--- config.mk ---
export PLATFORM = sky130hd
export DESIGN_NAME = ps2_kbd_rx
export DESIGN_NICKNAME = d
export VERILOG_FILES = /design/src/rtl/ps2_kbd_rx.sv
export SDC_FILE = /design/constraint.sdc
export NUM_CORES = 1
export LEC_CHECK = 0
export CAP_MARGIN = 5
export CELL_PAD_IN_SITES_DETAIL_PLACEMENT = 1
export CELL_PAD_IN_SITES_GLOBAL_PLACEMENT = 2
export CORE_ASPECT_RATIO = 1.4
export CORE_UTILIZATION = 40
export DETAILED_ROUTE_END_ITERATION = 8
export PLACE_DENSITY = 0.82
export SYNTH_ARGS = -nofsm -noshare
export SYNTH_HDL_FRONTEND = slang
export SYNTH_SLANG_ARGS = --single-unit
--- constraint.sdc ---
create_clock -name clk -period 4.7 [get_ports clk]
set_input_delay 0.705 -clock clk [delete_from_list [all_inputs] [get_ports clk]]
set_output_delay 0.705 -clock clk [all_outputs]
set_load 0.05 [all_outputs]
--- src/rtl/ps2_kbd_rx.sv ---
// PS/2 keyboard receiver: synchronises ps2_clk/ps2_data, deserialises 11-bit frames and
// presents scan codes with a KBSR-style ready flag. Define PS2_PARITY_CHECK_EN to reject bad parity.
module ps2_kbd_rx #(
    parameter int TIMEOUT_CYCLES = 10000,
    parameter int SYNC_STAGES    = 2
) (
    input  logic       clk,
    input  logic       rst_n,
    input  logic       ps2_clk,
    input  logic       ps2_data,
    input  logic       rd_ack,
    output logic [7:0] data,
    output logic       rdy,
    output logic       overrun,
    output logic       frame_err,
    output logic       busy
);

    // state  | meaning
    // IDLE   | waiting for a start bit (fall with data=0)
    // DATA   | shifting in 8 data bits, LSB first
    // PARITY | capturing the parity bit
    // STOP   | checking stop bit; accept or drop the frame
    typedef enum logic [1:0] {IDLE, DATA, PARITY, STOP} state_t;

    localparam int            TW         = $clog2(TIMEOUT_CYCLES + 1);
    localparam logic [TW-1:0] TIMER_LOAD = TW'(TIMEOUT_CYCLES - 1);

    state_t                 state_q, state_d;
    logic [SYNC_STAGES-1:0] clk_sync_q, clk_sync_d;
    logic [SYNC_STAGES-1:0] dat_sync_q, dat_sync_d;
    logic                   clk_prev_q, clk_prev_d;
    logic [TW-1:0]          timer_q, timer_d;
    logic [2:0]             bit_cnt_q, bit_cnt_d;
    logic [7:0]             shreg_q, shreg_d;
    logic [7:0]             data_q, data_d;
    logic                   rdy_q, rdy_d;
    logic                   overrun_q, overrun_d;
    logic                   frame_err_q, frame_err_d;

    logic clk_s, dat_s, fall, timeout, accept, drop, parity_ok;

    assign clk_s   = clk_sync_q[SYNC_STAGES-1];
    assign dat_s   = dat_sync_q[SYNC_STAGES-1];
    assign fall    = clk_prev_q & ~clk_s;
    assign timeout = (state_q != IDLE) && !fall && (timer_q == '0);

`ifdef PS2_PARITY_CHECK_EN
    logic parity_q, parity_d;

    always_comb begin
        parity_d = parity_q;
        if (state_q == PARITY && fall) begin
            parity_d = dat_s;
        end
    end

    always_ff @(posedge clk or negedge rst_n) begin
        if (!rst_n) begin
            parity_q <= 1'b0;
        end else begin
            parity_q <= parity_d;
        end
    end

    // odd parity: data bits plus parity bit must contain an odd number of ones
    assign parity_ok = ^{shreg_q, parity_q};
`else
    assign parity_ok = 1'b1;
`endif

    always_comb begin
        clk_sync_d = {clk_sync_q[SYNC_STAGES-2:0], ps2_clk};
        dat_sync_d = {dat_sync_q[SYNC_STAGES-2:0], ps2_data};
        clk_prev_d = clk_s;
    end

    always_ff @(posedge clk or negedge rst_n) begin
        if (!rst_n) begin
            state_q <= IDLE;
        end else begin
            state_q <= state_d;
        end
    end

    always_comb begin
        state_d = state_q;
        case (state_q)
            IDLE: begin
                if (fall && !dat_s) state_d = DATA;
            end
            DATA: begin
                if (timeout) state_d = IDLE;
                else if (fall && bit_cnt_q == 3'd7) state_d = PARITY;
            end
            PARITY: begin
                if (timeout) state_d = IDLE;
                else if (fall) state_d = STOP;
            end
            STOP: begin
                if (timeout || fall) state_d = IDLE;
            end
            default: state_d = IDLE;
        endcase
    end

    always_comb begin
        accept = 1'b0;
        drop   = 1'b0;
        busy   = (state_q != IDLE);
        if (timeout) begin
            drop = 1'b1;
        end else if (state_q == STOP && fall) begin
            if (dat_s && parity_ok) accept = 1'b1;
            else drop = 1'b1;
        end
    end

    // Timer is reloaded on every strobe; hitting zero between strobes aborts the frame.
    always_comb begin
        timer_d   = timer_q;
        bit_cnt_d = bit_cnt_q;
        shreg_d   = shreg_q;
        if (state_q == IDLE || fall) begin
            timer_d = TIMER_LOAD;
        end else if (timer_q != '0) begin
            timer_d = timer_q - TW'(1);
        end
        if (state_q == IDLE && fall && !dat_s) begin
            bit_cnt_d = 3'd0;
        end else if (state_q == DATA && fall) begin
            shreg_d[bit_cnt_q] = dat_s;
            bit_cnt_d          = bit_cnt_q + 3'd1;
        end
    end

    // A frame arriving while rdy is held keeps the oldest code unless the CPU reads in that cycle.
    always_comb begin
        data_d      = data_q;
        rdy_d       = rdy_q;
        overrun_d   = overrun_q;
        frame_err_d = drop;
        if (accept) begin
            if (!rdy_q || rd_ack) begin
                data_d = shreg_q;
                rdy_d  = 1'b1;
            end else begin
                overrun_d = 1'b1;
            end
        end else if (rd_ack) begin
            rdy_d     = 1'b0;
            overrun_d = 1'b0;
        end
    end

    always_ff @(posedge clk or negedge rst_n) begin
        if (!rst_n) begin
            clk_sync_q  <= '1;
            dat_sync_q  <= '1;
            clk_prev_q  <= 1'b1;
            timer_q     <= TIMER_LOAD;
            bit_cnt_q   <= 3'd0;
            shreg_q     <= 8'h00;
            data_q      <= 8'h00;
            rdy_q       <= 1'b0;
            overrun_q   <= 1'b0;
            frame_err_q <= 1'b0;
        end else begin
            clk_sync_q  <= clk_sync_d;
            dat_sync_q  <= dat_sync_d;
            clk_prev_q  <= clk_prev_d;
            timer_q     <= timer_d;
            bit_cnt_q   <= bit_cnt_d;
            shreg_q     <= shreg_d;
            data_q      <= data_d;
            rdy_q       <= rdy_d;
            overrun_q   <= overrun_d;
            frame_err_q <= frame_err_d;
        end
    end

    assign data      = data_q;
    assign rdy       = rdy_q;
    assign overrun   = overrun_q;
    assign frame_err = frame_err_q;

endmodule

Yosys cells after proc, flatten, opt, wreduce, memory -nomap -nowiden --
Index checks and enable logic that the tools add are counted.
Cells by class: add/subtract/negate cells 2, $lt $le $gt $ge 2, equal/unequal tests 10, multiplexer cells 25, bitwise operators 3, reductions and logical operators 27
Operator list (number):
- 2-to-1 mux 14 bit | 2
- logical NOT 14 bit | 1
- nonzero test 14 bit | 1
- subtractor 14 x 1 -> 14 bit (second input constant) | 1
- 2-to-1 mux 1 bit | 12
- 2-to-1 mux 2 bit | 6
- logical AND 1 bit | 9
- bitwise mux 8 bit | 1
- case mux 2 bit (4 select lines) | 1
- AND reduction 2 bit | 4
- nonzero test 2 bit | 4
- 2-to-1 mux 3 bit | 2
- inequality test 2 bit (second input constant) | 3
- inequality test 3 bit (second input constant) | 2
- == test 2 bit (second input constant) | 2
- < comparator 3 x 4 -> 1 bit (second input constant) | 1
- AND reduction 4 bit | 1
- adder 3 x 1 -> 3 bit (second input constant) | 1
- demux 1 bit (select 3 bit) | 1
- == test 3 bit (second input constant) | 1
- >= comparator 3 x 1 -> 1 bit (second input constant) | 1
- logical NOT 1 bit | 3
- logical OR 1 bit | 3
- == test 2 x 1 -> 1 bit (second input constant) | 1
- 4 further kinds | 5
Word-level totals: register bits after elaboration 43, bits of input ports 5, output and inout port bits 12, word-level logic and storage cells 80

Longest topological paths before layout --
Gate-level depths: netlist of the first run.
word-level depth 8, depth in mapped cells 7, gate-level depth less buffers 6

Least setup slack after synthesis of the first run --
Ideal clock, no wire load.
kind register to register, from register timer_q[0], to register timer_q[7], setup time 0.095 ns, arrival 1.808 ns, data required time 4.605 ns, slack 2.796 ns, stages on the path, launching flop included 8, buffers on the path 1, clock period less this slack 1.904 ns, path through dfstp_2 -> inv_1 -> ha_1 -> nor3b_1 -> and4_2 -> buf_2 -> or2_2 -> o31ai_1
On the way: longest elaborated chain between the ends 3
RTL lines:
- from (decl) | RTL line 33 | logic [TW-1:0] timer_q, timer_d;
- from (signal assigned) | RTL line 172 | timer_q <= timer_d;
- subtractor 14 x 1 -> 14 bit | RTL line 127 | timer_d = timer_q - TW'(1);
- 2-to-1 mux 14 bit | RTL line 126 | end else if (timer_q != '0) begin
- 2-to-1 mux 14 bit | RTL line 124 | if (state_q == IDLE || fall) begin
Parallel ways exist; a longest one is shown, timed or not. The select of a mux whose other input is x is not followed. A chain may end at the register's enable or synchronous reset.

Worst setup path in the final report of the first run --
from register state_q[1], to output busy
On the way: longest elaborated chain between the ends 1
RTL lines:
- from (decl) | RTL line 29 | state_t state_q, state_d;
- from (signal assigned) | RTL line 82 | state_q <= state_d;
- nonzero test 2 bit | RTL line 110 | busy = (state_q != IDLE);
- to (decl) | RTL line 16 | output logic busy
No other way between the ends.

==> results of run 1 <==
[layout by cell type (no fill, tap or decap), types with 5 or more instances in the layout]
master           count
a21oi_1              6
clkbuf_8             5
clkdlybuf4s50_1     15
dfrtp_1             30
dfstp_2             13
inv_1                5
mux2_2              14
nand2_1             10
nand2b_1             5
nand3b_1             6
nor2_1               9
nor3_1               7
o21ai_0             16
[worst max-delay path: cells and delay by family, from the launching register on]
kind	cells	cell delay (ps)
buffers and inverters	1	710
DFF	1	470
and+or+nand+nor	1	350
[worst max-delay path by stage]
stage	start	end	slack (ps)	cells after the start
3_5_place_dp	state_q[1]$_DFFE_PN0P_	busy	2500	2
3_3_place_gp	state_q[1]$_DFFE_PN0P_	busy	2540	2
5_1_grt	state_q[1]$_DFFE_PN0P_	busy	2100	2
2_1_floorplan	timer_q[0]$_DFFE_PN1N_	timer_q[7]$_DFFE_PN0N_	2800	7
4_1_cts	state_q[1]$_DFFE_PN0P_	busy	2160	2
6_report	state_q[1]$_DFFE_PN0P_	busy	2170	2
[metal layers]
layer  vias up  global-route usage, %  wire, um
met5         -                      0         0
met4         0                   5.45        74
met3         7                   3.32        73
met2        14                   34.4      2490
met1       737                   21.5      1620
li1        674                      -         -
[sequential cells by signal (all words and copies together) (netlist names)]
register    cells
timer_q        14
data            8
shreg_q         8
bit_cnt_q       3
clk_sync_q      2
dat_sync_q      2
state_q         2
clk_prev_q      1
frame_err       1
overrun         1
rdy             1
[power by group]
part / internal [mW] / total [mW] / leakage [nW] / switching (mW)
Sequential: 0.406 / 0.440 / 0.547 / 0.0343
Combinational: 0.0417 / 0.0878 / 0.379 / 0.0461
Clock: 0.104 / 0.228 / 0.0412 / 0.124
[kinds of logic (layout without fill, tap and decap cells)]
kind of cell	after synthesis	after routing
AO/OA/AOI/OAI	37	37
multiplexers	17	17
buffers and inverters	10	29
adder cells (fa/ha/maj)	4	4
AND/OR/NAND/NOR	64	64
flip-flops	43	43
[stage by stage]
step | power (mW) | std cells | setup WS (ps) | util (%)
6_report | 0.756 | 258 | 2170 | 47.7
5_1_grt | 0.792 | 258 | 2100 | 47.7
4_1_cts | 0.767 | 258 | 2160 | 47.7
3_5_place_dp | 0.534 | 250 | 2500 | 45.9
3_3_place_gp | 0.524 | 250 | 2540 | 45.9
2_1_floorplan | 0.498 | 175 | 2800 | -
[layout make-up]
class / count / area [um2]
Fill cell: 580 / 2510
Sequential cell: 43 / 1090
Multi-Input combinational cell: 122 / 860
Timing Repair Buffer: 16 / 155
Tap cell: 64 / 80.1
Clock buffer: 6 / 72.6
Inverter: 5 / 18.8
Clock inverter: 2 / 12.5
==> impl_metrics.tcl, run 1 <==
set metrics [dict create \
    yosysMostFrequentCell "dfrtp_1" \
    routed_via_density 5.55 \
    wl_per_cell_um 16.5 \
    clockBufferDepth 2 \
    n_antenna_cell 0 \
    synth-simple-area-share_pct 19.4 \
    fmax_ghz 0.396 \
    synth_seq_cells 43 \
    yosysTopAreaCell "dfrtp_1" \
    hp-start "clk_sync_q[0]$_DFF_PN1_" \
    drive_gt1_share_pct 22.2 \
    dp_hpwl_mm 3.11 \
    ctsHoldBuffers 0 \
    area_growth_pct 14.9 \
    synth_compound_area_share_pct 11.7 \
    slew_headroom_pct 36.6 \
    required_ps 3990 \
    hold_depth 0 \
    synth.yosys.seq_area_share_pct 54.8 \
    hold_end "clk_sync_q[1]$_DFF_PN1_" \
    powerDensity_nw_per_um2 330 \
    root_buffer "clkbuf_8" \
    max_stage_delay_ps 710 \
    antenna_found_initial 0 \
    core_um2 4800 \
    yosysUniqueCellTypes 40 \
    ir_drop_v 0.000204 \
    avgSynthCellArea_um2 11.4 \
    syn-instance-count 175 \
    synthArstFlopShare_pct 100 \
    vias 1432 \
    rsz0062_at_grt "false" \
    min_path_type "register to register" \
    startpoint_type "register" \
    r2r_start "clk_prev_q$_DFF_PN1_" \
    placedInstanceArea_um2 2210 \
    post_cts_resized 0 \
    rows 30 \
    cts_tree "done" \
    netlist_area_um2 1990 \
    grt_pass1_vias 1580 \
    fp.dieH_um 85.6 \
    cts.clk_slew.worst_paths_ps 80 \
    drv_cap 0 \
    end_kind "primary output" \
    drt_iter0_markers 53 \
    min_period_ps 2530 \
    p_leak_nw 0.967 \
    track_usage_pct 18.8 \
    die-area_um2 5280 \
    clock_skew_ps 5.12 \
    crit_type "register to primary output" \
    holdWs_ps 359 \
    place_congestion 0.802 \
    setup_viol 0 \
    drc 0 \
    finalSetupTns_ps 0 \
    cts_made_buffers 5 \
    port_buffers 16 \
    die_w_um 61.7 \
    hold_viol_final 0 \
    synthTopCellsByCount "30 x dfrtp_1, 16 x o21ai_0, 14 x mux2_2, 13 x dfstp_2, 10 x nand2_1" \
    htree_levels 2 \
    max_slew.worst_pin.slew_ps 951 \
    path_max_fanout 9 \
    clock_latency_ps 290 \
    grt_max_degree 44 \
    synthXorXnorAreaFrac_pct 0 \
    synth_area_leaders "dfrtp_1 38%, dfstp_2 17%, mux2_2 7.9%" \
    dominantRegCellSynth "dfrtp_1" \
    syn_nets 184 \
    grt_pass1_wl_mm 7.36 \
    routed_wl_mm 4.26 \
    finalCritPeriodShare_pct 53.7 \
    slowest_stage "clkdlybuf4s50_1" \
    initial_core_util_pct 41.5 \
    synth_mux_area_share_pct 9.41 \
    critPathArrivalTime_ps 1820 \
    yosysTopAreaCellShare_pct 37.6 \
    cts_sinks 43 \
    cp_cell_sequence "or2_2, clkdlybuf4s50_1" \
    status "finished, final reports clean" \
    ant_nets 0 \
    io_pins 17 \
    reg2reg_to "data[4]$_DFFE_PN0P_" \
    synth_edf_count 0 \
    cts_setup_buffers 0 \
    rr_worst_depth 4 \
    grt_overflow_total 0 \
    synth_top_family_by_area "simple AND/OR/NAND/NOR gates" \
    reg2reg_slack_ps 2660 \
    drv_slew 0 \
    yosysWarningCount 0 \
    drt_first_pass_iters 4 \
    nets 202 \
    synth_fa_ha_area_share_pct 2.51 \
    fin_area_um2 2290 \
]
(Power assumes the default switching activity.)
==> run 2: changes to the inputs <==
--- a/config.mk
+++ b/config.mk
@@ -9,9 +9,9 @@
 export CELL_PAD_IN_SITES_DETAIL_PLACEMENT = 1
 export CELL_PAD_IN_SITES_GLOBAL_PLACEMENT = 2
 export CORE_ASPECT_RATIO = 1.4
-export CORE_UTILIZATION = 40
+export CORE_UTILIZATION = 34
 export DETAILED_ROUTE_END_ITERATION = 8
-export PLACE_DENSITY = 0.82
+export PLACE_DENSITY = 0.75
 export SYNTH_ARGS = -nofsm -noshare
 export SYNTH_HDL_FRONTEND = slang
 export SYNTH_SLANG_ARGS = --single-unit
==> constraint.sdc (replaced) <==
create_clock -name clk -period 2.1 [get_ports clk]
set_input_delay 0.315 -clock clk [delete_from_list [all_inputs] [get_ports clk]]
set_output_delay 0.315 -clock clk [all_outputs]
set_load 0.05 [all_outputs]
==> run 2 against run 1 <==
Count of clock-buffer cells in the layout unchanged. Worst hold slack got worse by 280 ps. Critical path depth increased by 3. Critical path type is now register to register.
==> impl_metrics.tcl, run 2 (synthesized netlist as in run 1, its figures left out) <==
set metrics [dict create \
    nets 205 \
    drt_iter0_markers 47 \
    min_period_ps 1950 \
    p_total_mw 1.85 \
    required_ps 2290 \
    startpoint_type "register" \
    area_growth_pct 18.1 \
    finalSetupTns_ps 0 \
    critPathTopFamily "flip-flops" \
    fmax_ghz 0.514 \
    place_congestion 0.780 \
    largest-register "timer_q" \
    drc 0 \
    grt_max_degree 44 \
    initial_core_util_pct 35.8 \
    ctsHoldBuffers 0 \
    antenna_found_initial 0 \
    fin_area_um2 2350 \
    root_buffer "clkbuf_8" \
    wl_per_cell_um 16.1 \
    holdWs_ps 83.4 \
    hold_viol_final 0 \
    core_um2 5570 \
    cts_tree "done" \
    status "finished, final reports clean" \
    ant_nets 0 \
    final_cell_mix "30 x dfrtp_1, 16 x o21ai_0, 14 x mux2_2, 14 x clkdlybuf4s50_1, 13 x dfstp_2" \
    max_slew.worst_pin.slew_ps 539 \
    htree_levels 2 \
    drive_gt1_share_pct 23.9 \
    dp_hpwl_mm 3.10 \
    port_buffers 16 \
    placedInstanceArea_um2 2230 \
    vias 1408 \
    die_w_um 66.7 \
    wl_met3_um 105 \
    rsz0062_at_grt "false" \
    post_cts_resized 1 \
    clockBufferDepth 2 \
    setup_viol 0 \
    end_kind "register" \
    die-area_um2 6180 \
    cp_cell_sequence "nor2b_1, and4_1, a21boi_2, buf_4, mux2_2" \
    path_max_fanout 6 \
    path_buf_inv 1 \
    final_common_cell "dfrtp_1" \
    n_antenna_cell 0 \
    drt_first_pass_iters 4 \
    crit_type "register to register" \
    p_leak_nw 1.01 \
    highest_layer "met4" \
    slowest_stage "dfstp_2" \
    nFillCells 605 \
    cts.clk_slew.worst_paths_ps 90 \
    largest_register_ffs 14 \
    grt_pass1_wl_mm 7.35 \
    critPathArrivalTime_ps 2140 \
    dp_slack_ps 92.1 \
    drv_slew 0 \
    cts_setup_buffers 0 \
    wl_met1_mm 1.71 \
    grt_overflow_total 0 \
    cts_made_buffers 5 \
    powerDensity_nw_per_um2 787 \
    io_pins 17 \
    routed_wl_mm 4.27 \
    rows 32 \
    finalCritPeriodShare_pct 92.7 \
    slew_headroom_pct 64.1 \
    ir_drop_v 0.000381 \
    clock_latency_ps 300 \
    drv_cap 0 \
    fp.dieH_um 92.6 \
    max_stage_delay_ps 540 \
    layout_setup_ws_ps 153 \
    routed_via_density 5.31 \
    cts_sinks 43 \
    clock_skew_ps 7.24 \
    track_usage_pct 16.0 \
    min_path_type "input port to asynchronous set/reset pin" \
    route.met2.wl_mm 2.35 \
    grt_pass1_vias 1536 \
]
-- run 2: power by group --
part / leakage (nW) / internal, mW / switching, mW
sequential: 0.547 / 0.908 / 0.0718
clock: 0.0618 / 0.391 / 0.296
combinational: 0.397 / 0.0903 / 0.0958
-- run 2: metrics by stage --
step | cells | utilization [%]
global placement | 257 | 40.1
finish | 265 | 42.3
detailed placement | 257 | 40.1
CTS | 265 | 42.3
global route | 265 | 42.3
floorplan | 175 | -
-- run 2: final timing paths --
path | from | to | slack, ps | cells past startpoint
max | clk_prev_q$_DFF_PN1_ | data[0]$_DFFE_PN0P_ | 150 | 5
min | rst_n | state_q[0]$_DFFE_PN0P_ | 80 | 2
max reg2reg | clk_prev_q$_DFF_PN1_ | data[0]$_DFFE_PN0P_ | 150 | 5
min reg2reg | clk_sync_q[0]$_DFF_PN1_ | clk_sync_q[1]$_DFF_PN1_ | 360 | 0
max in group asynchronous | rst_n | timer_q[13]$_DFFE_PN1N_ | 1640 | 2
min in group clk | clk_sync_q[0]$_DFF_PN1_ | clk_sync_q[1]$_DFF_PN1_ | 360 | 0
-- run 2: final cells by class --
cell class	count	area, um2	share of cell area [%]
flip-flops and latches	43	1090	46.4
multi-input cells	122	861	36.6
clock inverters	2	38.8	1.65
inverters	5	18.8	0.797
repair buffers	19	176	7.49
clock buffers	6	82.6	3.51
well taps	68	85.1	3.61
-- run 2: per-layer routing --
layer,global-route usage (%),vias up
li1,-,685
met1,17.8,693
met2,28.4,22
met3,3.45,8
met4,6.91,0
met5,0,-
-- run 2: worst reg2reg max path, stage by stage, from the launching register on --
cell	delay, ps
dfstp_2	540
nor2b_1	200
and4_1	320
a21boi_2	250
buf_4	190
mux2_2	340
==> run 3: changes to the inputs <==
--- a/config.mk
+++ b/config.mk
@@ -9,9 +9,10 @@
 export CELL_PAD_IN_SITES_DETAIL_PLACEMENT = 1
 export CELL_PAD_IN_SITES_GLOBAL_PLACEMENT = 2
 export CORE_ASPECT_RATIO = 1.4
-export CORE_UTILIZATION = 34
+export CORE_UTILIZATION = 38
 export DETAILED_ROUTE_END_ITERATION = 8
-export PLACE_DENSITY = 0.75
+export PLACE_DENSITY = 0.79
+export SLEW_MARGIN = 20
 export SYNTH_ARGS = -nofsm -noshare
 export SYNTH_HDL_FRONTEND = slang
 export SYNTH_SLANG_ARGS = --single-unit
==> constraint.sdc (replaced) <==
create_clock -name clk -period 2.03 [get_ports clk]
set_input_delay 0.3045 -clock clk [delete_from_list [all_inputs] [get_ports clk]]
set_output_delay 0.3045 -clock clk [all_outputs]
set_load 0.05 [all_outputs]
==> run 3 against run 2 <==
First-iteration DRC count shrank 13%. Die area shrank 10%. Design area grew 1.0%. Global-route usage grew 2.3 points. Critical path depth grew 1. Critical path type unchanged. Critical endpoint is now timer_q[11]$_DFFE_PN0N_.
==> impl_metrics.tcl, run 3 (synthesized netlist as in run 1, its figures left out) <==
set metrics [dict create \
    drv_slew 0 \
    track_usage_pct 18.3 \
    rows 30 \
    ir_drop_v 0.000408 \
    largest_register_ffs 14 \
    path_max_fanout 8 \
    finalSetupTns_ps 0 \
    n_antenna_cell 0 \
    max_slew.worst_pin.slew_ps 517 \
    crit_type "register to register" \
    io_pins 17 \
    layout_setup_ws_ps 116 \
    routed_via_density 5.46 \
    clockBufferDepth 2 \
    grt_pass1_wl_mm 7.58 \
    ant_nets 0 \
    final_cell_mix "30 x dfrtp_1, 16 x o21ai_0, 14 x mux2_2, 14 x clkdlybuf4s50_1, 13 x dfstp_2" \
    setup_viol 0 \
    cts_sinks 43 \
    cts.clk_slew.worst_paths_ps 80 \
    dp.cells 255 \
    cts_made_buffers 5 \
    port_buffers 16 \
    routed_wl_mm 4.42 \
    nFillCells 544 \
    p_leak_nw 1.02 \
    finalCritPeriodShare_pct 94.3 \
    min_period_ps 1910 \
    fmax_ghz 0.522 \
    area_growth_pct 19.3 \
    dp_slack_ps 4.48 \
    die-area_um2 5550 \
    status "finished, final reports clean" \
    dp_hpwl_mm 3.38 \
    rsz0062_at_grt "false" \
    antenna_found_initial 0 \
    clock_skew_ps 12.1 \
    grt_overflow_total 0 \
    nets 210 \
    critPathArrivalTime_ps 2140 \
    fp.dieH_um 87.7 \
    core_um2 4950 \
    startpoint_type "register" \
    largest-register "timer_q" \
    finalCoreUtilization_pct 48.0 \
    end_kind "register" \
    reg2reg_slack_ps 120 \
    grt_pass1_vias 1582 \
    vias 1452 \
    cts_tree "done" \
    grt_max_degree 31 \
    drc 0 \
    required_ps 2250 \
    die_w_um 63.2 \
    clock_latency_ps 290 \
    drive_gt1_share_pct 25.2 \
    wl_per_cell_um 16.6 \
    initial_core_util_pct 40.3 \
    slew_headroom_pct 65.4 \
    drv_cap 0 \
    hold_viol_final 0 \
    fin_cells 266 \
    min_path_type "register to register" \
    holdWs_ps 358 \
    root_buffer "clkbuf_8" \
    regArea_um2 1090 \
    drt_first_pass_iters 4 \
    drt_iter0_markers 41 \
    final_common_cell "dfrtp_1" \
    place_congestion 0.783 \
    powerDensity_nw_per_um2 732 \
    multi_input_area_um2 866 \
    htree_levels 2 \
]
run 3: cell count changes in the layout (fill, tap and decap cells not counted), sizes merged:
cell | before | now
dlygate4sd2 | 1 | 0
dlygate4sd3 | 0 | 1
bufinv | 1 | 0
inv | 6 | 5
buf | 4 | 9
clkinv | 0 | 1
clkbuf | 6 | 7
run 3: through the flow:
stage | area (um2) | total power, mW
2_1_floorplan | 1990 | 1.15
3_3_place_gp | 2270 | 1.22
3_5_place_dp | 2270 | 1.24
4_1_cts | 2360 | 1.77
5_1_grt | 2380 | 1.83
6_report | 2380 | 1.74
run 3: repair_timing:
action                                  CTS  global route
hold endpoints to repair                  8             0
setup buffers                             0             2
pin swaps                                 0             1
gates resized for setup                   1             1
endpoints found under the setup margin    1             2
hold buffers                              1             0
run 3: worst paths after layout:
check | start | endpoint | cells after the start
worst max-delay path | timer_q[0]$_DFFE_PN1N_ | timer_q[11]$_DFFE_PN0N_ | 6
worst min-delay path | clk_sync_q[0]$_DFF_PN1_ | clk_sync_q[1]$_DFF_PN1_ | 0
min in group asynchronous | rst_n | frame_err$_DFF_PN0_ | 2
worst min register to register | clk_sync_q[0]$_DFF_PN1_ | clk_sync_q[1]$_DFF_PN1_ | 0
max in group asynchronous | rst_n | timer_q[9]$_DFFE_PN1N_ | 3
worst max register to register | timer_q[0]$_DFFE_PN1N_ | timer_q[11]$_DFFE_PN0N_ | 6
run 3: routing by layer:
metal / track usage (%) / vias to the layer above / part of all wire (%)
li1: - / 697 / -
met1: 18.0 / 732 / 36
met2: 36.8 / 16 / 60
met3: 3.65 / 7 / 2.3
met4: 7.23 / 0 / 1.8
met5: 0 / - / 0
run 3: layout make-up:
class                      count  area share [%]
timing repair buffer          24            10.1
multi-input combinational    122            36.4
clock inverter                 1           0.210
inverter                       5           0.789
sequential                    43            45.9
tap                           64            3.37
clock buffer                   7            3.21
run 3: critical path, cell delays in order, from the launching register on:
cell     delay [ps]
dfstp_2         560
inv_1            80
ha_1            200
nor3b_2         170
and4_4          210
or4_1           470
a21oi_1         160
run 3: where the power goes:
group | internal (mW) | switching (mW) | total (mW)
sequential | 0.940 | 0.0776 | 1.02
combinational | 0.103 | 0.107 | 0.210
clock | 0.242 | 0.272 | 0.514
